## config.mk

```make
export PLATFORM = sky130hd
export DESIGN_NAME = stage_one_sched
export DESIGN_NICKNAME = d
export VERILOG_FILES = /design/src/rtl/stage_one_pkg.sv /design/src/rtl/stage_one_job_fifo.sv /design/src/rtl/stage_one_sched.sv
export SDC_FILE = /design/constraint.sdc
export NUM_CORES = 1
export LEC_CHECK = 0
export ABC_AREA = 0
export CORE_ASPECT_RATIO = 1.2
export CORE_UTILIZATION = 43
export DETAILED_ROUTE_END_ITERATION = 10
export GPL_TIMING_DRIVEN = 1
export PLACE_DENSITY = 0.76
export SLEW_MARGIN = 5
export SYNTH_ARGS = -nofsm -noshare
export SYNTH_HDL_FRONTEND = slang
export SYNTH_SLANG_ARGS = --single-unit
export TNS_END_PERCENT = 50
```

## constraint.sdc

```tcl
create_clock -name clk -period 8.3 [get_ports clk]
set_input_delay 1.66 -clock clk [delete_from_list [all_inputs] [get_ports clk]]
set_output_delay 1.66 -clock clk [all_outputs]
set_load 0.01 [all_outputs]
```

## src/rtl/stage_one_pkg.sv

```systemverilog
// rtl/stage_one_pkg.sv - shared types for the stage_one job scheduler
// Job record, scheduler state encoding and the job legality check.
package stage_one_pkg;

  localparam int DW = 8;

  typedef struct packed {
    logic [DW-1:0] k;
    logic [DW-1:0] row;
    logic [DW-1:0] col;
    logic          mode;
  } job_t;

  typedef enum logic [1:0] {
    S_IDLE,
    S_LAUNCH,
    S_WAIT,
    S_DONE
  } sched_state_e;

  // A zero in any shape field would hang or no-op the engine, so such jobs are dropped.
  function automatic logic job_legal(job_t j);
    return (j.k != '0) && (j.row != '0) && (j.col != '0);
  endfunction

endpackage

```

## src/rtl/stage_one_job_fifo.sv

```systemverilog
// rtl/stage_one_job_fifo.sv - synchronous job FIFO, DEPTH entries (power of 2)
// Pointers carry one extra wrap bit so full and empty are distinguishable without a counter.
module stage_one_job_fifo
  import stage_one_pkg::*;
#(
  parameter int DEPTH = 4
) (
  input  logic clk,
  input  logic rst,
  input  logic push_i,
  input  job_t push_data_i,
  input  logic pop_i,
  output job_t pop_data_o,
  output logic full_o,
  output logic empty_o
);

  localparam int AW = $clog2(DEPTH);

  job_t          mem_q [DEPTH];
  logic [AW:0]   wr_ptr_q;
  logic [AW:0]   rd_ptr_q;
  logic          push_ok;
  logic          pop_ok;

  assign empty_o = (wr_ptr_q == rd_ptr_q);
  assign full_o  = (wr_ptr_q[AW] != rd_ptr_q[AW]) &&
                   (wr_ptr_q[AW-1:0] == rd_ptr_q[AW-1:0]);

  assign push_ok = push_i && !full_o;
  assign pop_ok  = pop_i && !empty_o;

  assign pop_data_o = mem_q[rd_ptr_q[AW-1:0]];

  always_ff @(posedge clk) begin
    if (rst) begin
      wr_ptr_q <= '0;
      rd_ptr_q <= '0;
    end else begin
      if (push_ok) wr_ptr_q <= wr_ptr_q + (AW+1)'(1);
      if (pop_ok)  rd_ptr_q <= rd_ptr_q + (AW+1)'(1);
    end
  end

  always_ff @(posedge clk) begin
    if (push_ok) mem_q[wr_ptr_q[AW-1:0]] <= push_data_i;
  end

endmodule

```

## src/rtl/stage_one_sched.sv

```systemverilog
// rtl/stage_one_sched.sv - queues shape jobs and launches them one at a time on stage_one_calc
// Optional STAGE_ONE_SCHED_PERF_EN: measures WAIT cycles of each job into last_cycles.
module stage_one_sched
  import stage_one_pkg::*;
#(
  parameter int DEPTH = 4,
  parameter int CW    = 16
) (
  input  logic          clk,
  input  logic          rst,
  input  logic          job_valid,
  output logic          job_ready,
  input  logic [DW-1:0] job_k,
  input  logic [DW-1:0] job_row,
  input  logic [DW-1:0] job_col,
  input  logic          job_mode,
  output logic          calc_start,
  output logic [DW-1:0] calc_k_param,
  output logic [DW-1:0] calc_row_shape,
  output logic [DW-1:0] calc_col_shape,
  output logic          calc_out_mode,
  input  logic          calc_done,
  output logic          busy,
  output logic          job_done,
  output logic [CW-1:0] done_cnt,
  output logic [CW-1:0] skip_cnt,
  output logic [31:0]   last_cycles
);

  sched_state_e  state_q, state_d;
  job_t          cfg_q, cfg_d;
  logic [CW-1:0] done_cnt_q, done_cnt_d;
  logic [CW-1:0] skip_cnt_q, skip_cnt_d;

  job_t          push_job;
  job_t          head_job;
  logic          fifo_pop;
  logic          fifo_full;
  logic          fifo_empty;

  assign push_job = '{k: job_k, row: job_row, col: job_col, mode: job_mode};

  stage_one_job_fifo #(
    .DEPTH (DEPTH)
  ) u_fifo (
    .clk         (clk),
    .rst         (rst),
    .push_i      (job_valid),
    .push_data_i (push_job),
    .pop_i       (fifo_pop),
    .pop_data_o  (head_job),
    .full_o      (fifo_full),
    .empty_o     (fifo_empty)
  );

  always_comb begin
    state_d    = state_q;
    cfg_d      = cfg_q;
    done_cnt_d = done_cnt_q;
    skip_cnt_d = skip_cnt_q;
    fifo_pop   = 1'b0;
    calc_start = 1'b0;
    job_done   = 1'b0;
    case (state_q)
      S_IDLE: begin
        if (!fifo_empty) begin
          fifo_pop = 1'b1;
          if (job_legal(head_job)) begin
            cfg_d   = head_job;
            state_d = S_LAUNCH;
          end else begin
            skip_cnt_d = skip_cnt_q + CW'(1);
          end
        end
      end
      S_LAUNCH: begin
        calc_start = 1'b1;
        state_d    = S_WAIT;
      end
      S_WAIT: begin
        if (calc_done) state_d = S_DONE;
      end
      S_DONE: begin
        job_done   = 1'b1;
        done_cnt_d = done_cnt_q + CW'(1);
        state_d    = S_IDLE;
      end
      default: state_d = S_IDLE;
    endcase
  end

  always_ff @(posedge clk) begin
    if (rst) begin
      state_q    <= S_IDLE;
      cfg_q      <= '0;
      done_cnt_q <= '0;
      skip_cnt_q <= '0;
    end else begin
      state_q    <= state_d;
      cfg_q      <= cfg_d;
      done_cnt_q <= done_cnt_d;
      skip_cnt_q <= skip_cnt_d;
    end
  end

  // Ready is forced low during reset so every output reads zero while rst is held.
  assign job_ready      = !fifo_full && !rst;
  assign busy           = (state_q != S_IDLE) || !fifo_empty;
  assign calc_k_param   = cfg_q.k;
  assign calc_row_shape = cfg_q.row;
  assign calc_col_shape = cfg_q.col;
  assign calc_out_mode  = cfg_q.mode;
  assign done_cnt       = done_cnt_q;
  assign skip_cnt       = skip_cnt_q;

`ifdef STAGE_ONE_SCHED_PERF_EN
  logic [31:0] perf_cnt_q, perf_cnt_d;
  logic [31:0] last_cycles_q, last_cycles_d;

  always_comb begin
    perf_cnt_d    = perf_cnt_q;
    last_cycles_d = last_cycles_q;
    case (state_q)
      S_LAUNCH: perf_cnt_d = '0;
      S_WAIT:   if (perf_cnt_q != '1) perf_cnt_d = perf_cnt_q + 32'd1;
      S_DONE:   last_cycles_d = perf_cnt_q;
      default:  ;
    endcase
  end

  always_ff @(posedge clk) begin
    if (rst) begin
      perf_cnt_q    <= '0;
      last_cycles_q <= '0;
    end else begin
      perf_cnt_q    <= perf_cnt_d;
      last_cycles_q <= last_cycles_d;
    end
  end

  assign last_cycles = last_cycles_q;
`else
  assign last_cycles = '0;
`endif

endmodule
```

### After elaboration in Yosys (flattened, before gate mapping)

Memory sizes are Yosys's and may differ from the RTL's. A register that Yosys moved wholly into a read port is not among the register bits.
Cells that the tools add are included.

* register bits after elaboration: 65
* RAM bits: 100
* bits of input ports: 29
* output and inout bits: 93
* word-level logic and storage cells: 55
* memories kept: 1

* $add $sub $neg: 4
* eq/ne operators: 9
* multiplexer cells: 12
* bitwise gates (word level): 2
* reduce and logical (&&, ||, !) cells: 18

Memories
* u_fifo.mem_q: depth 4, width 25, rd ports 1, clocked after memory_dff 1, write ports 1, line stage_one_job_fifo.sv:20 `job_t mem_q [DEPTH];`

Operator list (number)
* 16-bit by 1-bit adder with 16-bit output, second input constant: 2
* 8-bit nonzero test: 3
* 2-bit 2-to-1 mux: 5
* 3-bit AND reduction: 3
* 2-bit case mux with 4 select lines: 1
* 3-bit by 1-bit adder with 3-bit output, second input constant: 2
* 1-bit logical AND: 6
* 1-bit 2-to-1 mux: 6
* 2-bit != test, second input constant: 3
* 2-bit == test, second input constant: 2
* 3-bit == test: 1
* 1-bit logical NOT: 3
* 2-bit by 1-bit == test with 1-bit output, second input constant: 1
* 2-bit == test: 1
* 2-bit logical NOT: 1
* 1-bit NOT: 2
* 2-bit nonzero test: 1
* 1-bit logical OR: 1
* 1-bit != test: 1

### Depth between registers and ports, before layout

* word-level depth: 6
* mapped depth: 10
* mapped depth without buffers: 7

### By module

Synthesis repeated with hierarchy kept, for this count alone.

* cells, all modules: 534
* area total of the unflattened synthesis: 6949.2 µm²

By module, submodules not included
* stage_one_job_fifo: instances 1, cells each 199, area an instance 4177.8 µm², seq. area each 3163.0 µm²
* stage_one_sched: instances 1, cells each 335, area an instance 2771.4 µm², seq. area each 1181.1 µm²

### Worst setup path before layout

Ideal clock, no wire load.

* path kind: input to output
* start point: input rst
* end point: output job_ready
* arrival: 2.077 ns
* slack: 4.563 ns
* cell stages on the path: 2
* buffers on the path: 1
* path through: clkbuf_1 > a31oi_1

* word-level cells in the longest chain between the ends: 2

RTL lines
* from (decl): line stage_one_sched.sv:10 `input logic rst,`
* 1-bit logical NOT: line stage_one_sched.sv:107 `assign job_ready = !fifo_full && !rst;`
* 1-bit logical AND: line stage_one_sched.sv:107
* to (decl): line stage_one_sched.sv:12 `output logic job_ready,`

Every way passes these cells.

### Worst setup path after layout

Ends and elaborated chain as after synthesis.

==> impl_metrics.toml <==
[run]
drv_cap = 0

[detailed_routing]
vias_per_cell = 5.12
drt_pre_antenna_iters = 4
drc = 0
drtAntennaViolNets = 0
routed_wl_mm = 13.1
drt_iter0_markers = 203
wl_per_cell_um = 16.4
vias = 4072

[placed_design]
io_buffers = 89
post-place-ws_ns = 3.71
hpwl_mm = 8.59
place.gp.congestion = 0.713

[sta]
slew_headroom = 0.374
worstMarginPinSlew_ns = 0.939
finalMaxSlewViolations = 0
setup_tns_ns = 0
finalCritPeriodShare = 0.551
hold_viol_final = 0
finalCriticalPeriod_ns = 4.57
setup_viol = 0
finalClockSkew_ns = 0.00836
fmax_mhz = 219
rsz0062_at_grt = "no"
setup_ws_ns = 3.73
hold-worst-slack_ns = 0.497

[global_routing]
grt_pass1_vias = 4191
grt_max_degree = 67
grt_pass1_wl_mm = 21.1
antenna_found_initial = 0
track_usage = 0.176
overflow = 0

[synthesis]
yosys_warnings = 0
synth_cells = 484
synthSimpleGateAreaFrac = 0.0915
synth_xor_area_frac = 0.0259
synth_top_family_by_area = "multiplexers"
synth_mux_area_frac = 0.125
yosysSeqAreaShare = 0.643
syn-cell-area_sq_um = 6760
yosys.area_share.adder = 0.0222
yosysUniqueCellTypes = 36
synth_compound_area_frac = 0.0355
synth_area_per_cell_sq_um = 14.0
ys_ff_latch = 167

[pwr]
swShare = 0.281
netSwitchingPower_mw = 0.673
p_per_area_nw_per_um2 = 289
peakVddDrop_v = 0.000181
seqPwrFrac = 0.438
leakage_nw = 2.95
pwr-share-comb = 0.244
clockPowerShare = 0.318
p_int_mw = 1.73

[clocking]
cts_made_buffers = 17
clk_latency_ns = 0.43
clk_pin_slew_worst_paths_ns = 0.06
cts_max_level = 4
hold_buffers = 0
cts_tree = "done"
cts_root_buf = "clkbuf_16"
clock_sinks = 167
cts_buffer_depth = 2
postCtsResizedCells = 0
postCtsSetupBuffers = 0

[floorplanning]
die_area_sq_um = 16200
initial_utilization = 0.446
core_area_sq_um = 15100
rows = 49
die_w_um = 116
io_pins = 122
die_h_um = 139

[setup_path]
cp_top_family = "buffers and inverters"
crit_arrival_ns = 2.91
cp_slowest_cell = "buf_4"
crit_path_start_kind = "input port"
cp-end-kind = "output port"
rrSetupSlack_ns = 4.56
r2r_cells = 7
path_buf_inv = 3
slowest_delay_ns = 0.56
required_ns = 6.64
critPathMaxFanout = 66
critPathKind = "input port to output port"
reg2reg_to = "calc_row_shape[6]$_SDFFE_PP0P_"
crit_chain = "buf_2, buf_4, a31oi_1, clkdlybuf4s50_1"

[layout]
layout-drive-gt1-share = 0.106
syn2layout_area_growth_pct = 22.8
fin_util = 0.548
diodes = 0
nNetsFinal = 620

[worst_hold_path]
hold_depth = 2
min_path_type = "register to register"
holdPathEnd = "skip_cnt[15]$_SDFFE_PP0P_"
min_from = "skip_cnt[15]$_SDFFE_PP0P_"

[outcome]
status = "complete, no violations"
==> registers in the layout, indices dropped and copies added, names as in the netlist, named ones only <==
| register | flops |
|---|---|
| u_fifo.wr_ptr_q | 3 |
| skip_cnt | 16 |
| state_q | 2 |
| calc_out_mode | 1 |
| done_cnt | 16 |
| calc_row_shape | 8 |
| u_fifo.mem_q | 100 |
| calc_col_shape | 8 |
| calc_k_param | 8 |
| u_fifo.rd_ptr_q | 3 |
==> layer usage <==
metal | global-route usage | share of wire | vias up
li1 | - | - | 1905
met5 | 0 | 0 | -
met2 | 0.302 | 0.53 | 136
met1 | 0.201 | 0.40 | 2010
met4 | 0.0769 | 0.019 | 0
met3 | 0.0488 | 0.052 | 21
==> per-stage QoR <==
stage | power [mW] | instances | area (sq um)
global route | 2.51 | 796 | 8300
detailed placement | 1.66 | 764 | 7720
CTS | 2.43 | 796 | 8300
finish | 2.40 | 796 | 8300
floorplan | 1.46 | 515 | 6870
global placement | 1.64 | 764 | 7720
==> power groups by stage <==
stage               logic [mW]  registers, mW  clock network [mW]
global route             0.636           1.07               0.811
finish                   0.585           1.05               0.763
CTS                      0.595           1.05               0.779
global placement         0.573           1.07                   0
floorplan                0.412           1.04                   0
detailed placement       0.592           1.07                   0
==> synthesized netlist by cell type <==
library cell / instances / area [sq um]
or2_1: 1 / 6.26
a21oi_1: 20 / 100
ha_1: 12 / 150
and4_1: 1 / 8.76
nor2_1: 48 / 180
nor4_1: 6 / 37.5
xnor2_1: 9 / 78.8
edfxtp_1: 100 / 3000
or3_1: 12 / 75.1
a31o_2: 1 / 8.76
nand3b_1: 1 / 7.51
xor2_1: 11 / 96.3
nand2_1: 26 / 97.6
conb_1: 1 / 3.75
buf_4: 32 / 240
buf_2: 3 / 15.0
nand3_1: 5 / 25.0
and3_1: 4 / 25.0
or4_1: 6 / 45.0
a211o_1: 1 / 8.76
inv_1: 10 / 37.5
dfxtp_1: 67 / 1340
mux2i_1: 28 / 280
nor3_1: 2 / 10.0
mux4_2: 25 / 563
o211a_1: 1 / 10.0
o31ai_1: 6 / 45.0
nand4_1: 8 / 50.1
and2_1: 5 / 31.3
clkbuf_1: 12 / 45.0
o21ai_1: 8 / 40.0
o21ai_0: 3 / 15.0
nor2b_1: 2 / 12.5
and2_0: 1 / 6.26
a31oi_1: 2 / 12.5
buf_6: 4 / 45.0
==> cell usage in the layout, fill, tap and decap left out, types with 2 or more instances in the layout <==
| master | synthesis | final |
|---|---|---|
| clkdlybuf4s50_1 | 0 | 88 |
| inv_1 | 10 | 10 |
| o21ai_1 | 8 | 8 |
| nor3_1 | 2 | 2 |
| mux4_2 | 25 | 25 |
| nand4_1 | 8 | 8 |
| o21ai_0 | 3 | 3 |
| a21oi_1 | 20 | 20 |
| or4_1 | 6 | 6 |
| mux2i_1 | 28 | 28 |
| bufinv_16 | 0 | 2 |
| dfxtp_1 | 67 | 66 |
| o31ai_1 | 6 | 6 |
| edfxtp_1 | 100 | 100 |
| nand3_1 | 5 | 5 |
| and2_1 | 5 | 5 |
| clkinvlp_4 | 0 | 2 |
| nor2_1 | 48 | 48 |
| a31oi_1 | 2 | 2 |
| xnor2_1 | 9 | 9 |
| or3_1 | 12 | 12 |
| and3_1 | 4 | 4 |
| ha_1 | 12 | 12 |
| xor2_1 | 11 | 11 |
| clkbuf_16 | 0 | 17 |
| nor2b_1 | 2 | 2 |
| buf_4 | 32 | 7 |
| inv_6 | 0 | 4 |
| nor4_1 | 6 | 6 |
| conb_1 | 1 | 32 |
| nand2_1 | 26 | 26 |
| clkinv_1 | 0 | 3 |
==> worst max-delay path by stage <==
stage | start | to | slack [ns] | cells after the start
floorplan | rst | job_ready | 4.56 | 2
global placement | rst | job_ready | 3.75 | 4
detailed placement | rst | job_ready | 3.71 | 4
CTS | rst | job_ready | 3.71 | 4
global route | rst | job_ready | 3.63 | 4
finish | rst | job_ready | 3.73 | 4
==> worst min-delay path: cells and delay by family (launching register included) <==
family,cells,cell delay [ns]
AO/OA/AOI/OAI,2,0.13
flip-flops,1,0.32
==> cell families (layout without fill, tap and decap cells) <==
logic type,Yosys count,count (layout)
buf+inv,61,138
flops,167,167
mux,53,53
other cells,1,32
fa+ha+maj,12,12
xor+xnor,20,20
simple gates,128,128
compound gates,42,42
==> layout make-up <==
class / instances / area [sq um]
fill: 1234 / 6840
sequential: 167 / 4350
multi-input combinational: 287 / 2150
timing repair buffer: 96 / 938
clock buffer: 18 / 429
tap: 204 / 255
clock inverter: 14 / 146
inverter: 10 / 37.5
(Power assumes the default switching activity.)
==> RTL change, RTL diff (config.mk and constraints unchanged) <==
Change the package constant `DW` from 8 to 10.
--- a/src/rtl/stage_one_pkg.sv
+++ b/src/rtl/stage_one_pkg.sv
@@ -2,7 +2,7 @@
 // Job record, scheduler state encoding and the job legality check.
 package stage_one_pkg;
 
-  localparam int DW = 8;
+  localparam int DW = 10;
 
   typedef struct packed {
     logic [DW-1:0] k;
Interface: changed (6 resized); port bits go from 122 to 134. The function was not compared with the original's and may differ.
==> RTL change against the unedited design <==
- the flow now finishes with violations (DRC)
- via count is 13% higher
- total power rose by 15%
- cell area up 15%
- setup slack got worse by 0.12 ns
- sequential cell count is 30 higher
- clock power up 4.8%
- routed wire length grew 16%
- sequential power rose by 15%
- combinational power is 30% higher
- synthesized area is 17% higher
- first-iteration DRC count rose by 58%
- critical path type unchanged
==> RTL change: results (changes against the unedited design) <==
status:
  status: "finished, violations left"
  violations: "DRC"
cts:
  clockBufferDepth: 2  # unchanged
  post_cts_resized: 0  # unchanged
global_route:
  gr-usage-met2_pct: 29.8  # -0.40 points
  grt_pass1_wl_um: 24200  # +15%
  globalRouteMet1Util_pct: 20.8  # +0.71 points
  use_met3_pct: 3.55  # -1.3 points
  grt_usage_pct: 17.0  # -0.57 points
  grt_start_max_net_pins: 76  # +13%
synth:
  synth_cell_type_count: 36  # unchanged
  synthTopCellsByArea: "edfxtp_1 47%, dfxtp_1 19%, mux4_2 8.9%"
  synth-main-ff-cell: "edfxtp_1"
  synth-edff-count: 124  # +24%
  synth-async-reset-ratio_pct: 0  # unchanged
  yosys-top-cells-count: "124 x edfxtp_1, 73 x dfxtp_1, 63 x nor2_1, 33 x mux2i_1, 32 x buf_4"
  synth_seq_area_share_pct: 65.8  # +1.5 points
routing:
  routed_wirelength_um: 15200  # +16%
  firstDrtPassIters: 10  # +6
  vias: 4602  # +13%
  first_iter_violations: 320  # +58%
  met2_length_um: 8050  # +15%
  m1WireLength_um: 6370  # +23%
  drc: 16  # +16
  route.met3.wl_um: 729  # +7.7%
placed_design:
  dp_hpwl_um: 9730  # +13%
  routabilityCongestion: 0.704  # -1.3%
  io_buffers: 101  # +13%
worst_setup_path:
  critPathArrivalTime_ns: 3.04  # +0.13 ns
  critPathMaxFanout: 75  # +14%
  r2r_cells: 8  # +1
  r2r_slack_ns: 4.75  # +0.19 ns
  timing.rr.end: "calc_row_shape[7]$_SDFFE_PP0P_"
final_layout:
  final_nets: 697  # +12%
  layout-drive-gt1-share_pct: 11.6  # +0.97 points
  fillers: 1450  # +18%
  largest_reg_flops: 124  # +24%
  diodes: 0  # unchanged
power:
  peakVddDrop_uv: 179  # -0.98%
  p_leak_nw: 3.36  # +14%
hold_path:
  hp-start: "calc_col_shape[4]$_SDFFE_PP0P_"
  min_path_type: "reg -> reg"
  hold_end: "calc_col_shape[4]$_SDFFE_PP0P_"
timing:
  worstMarginPinSlew_ns: 0.825  # -0.114 ns
  hold_ws_ns: 0.499  # +0.00112 ns
  fin_skew_ns: 0.0132  # +0.00481 ns
RTL change: changes by cell type after synthesis, sizes merged, moves of 15 or more:
cell    change
nand3      +15
edfxtp     +24
nand2      -15
nor2       +15
RTL change: kinds of logic (layout without fill, tap and decap cells):
logic type,after synthesis,after routing,synth area share [%]
flip-flops,197,197,65.8
other,1,32,0.0476
AND/OR/NAND/NOR,138,138,8.60
adder cells (fa/ha/maj),12,12,1.90
XOR/XNOR,20,20,2.22
multiplexers,64,64,13.0
AO/OA/AOI/OAI,47,47,3.38
buffers and inverters,66,153,5.03
RTL change: layout make-up:
cell class | instances | area (µm²) | area share, %
Clock buffer | 19 | 443 | 4.62
Inverter | 12 | 45.0 | 0.470
Clock inverter | 13 | 144 | 1.50
Tap cell | 220 | 275 | 2.87
Sequential cell | 197 | 5190 | 54.1
Timing Repair Buffer | 109 | 1070 | 11.1
Multi-Input combinational cell | 313 | 2420 | 25.3
RTL change: critical path, stage by stage:
cell             delay, ns
buf_2                 0.07
buf_4                 0.63
a31oi_1               0.13
clkdlybuf4s50_1       0.52
RTL change: through the flow:
| stage | setup WS, ns | std cells | total power, mW | util, % | cell area (µm²) |
|---|---|---|---|---|---|
| finish | 3.60 | 883 | 2.77 | 54.1 | 9580 |
| global route | 3.51 | 883 | 2.91 | 54.1 | 9580 |
| CTS | 3.61 | 883 | 2.81 | 54.1 | 9580 |
| detailed placement | 3.61 | 851 | 2.00 | 50.8 | 8990 |
| global placement | 3.68 | 851 | 1.97 | 50.8 | 8990 |
| floorplan | 4.56 | 576 | 1.74 | - | 8000 |
RTL change: report_power, final:
| group | switching, mW | internal, mW | total [mW] |
|---|---|---|---|
| clock network | 0.368 | 0.432 | 0.800 |
| registers | 0.0556 | 1.15 | 1.21 |
| logic | 0.378 | 0.384 | 0.761 |
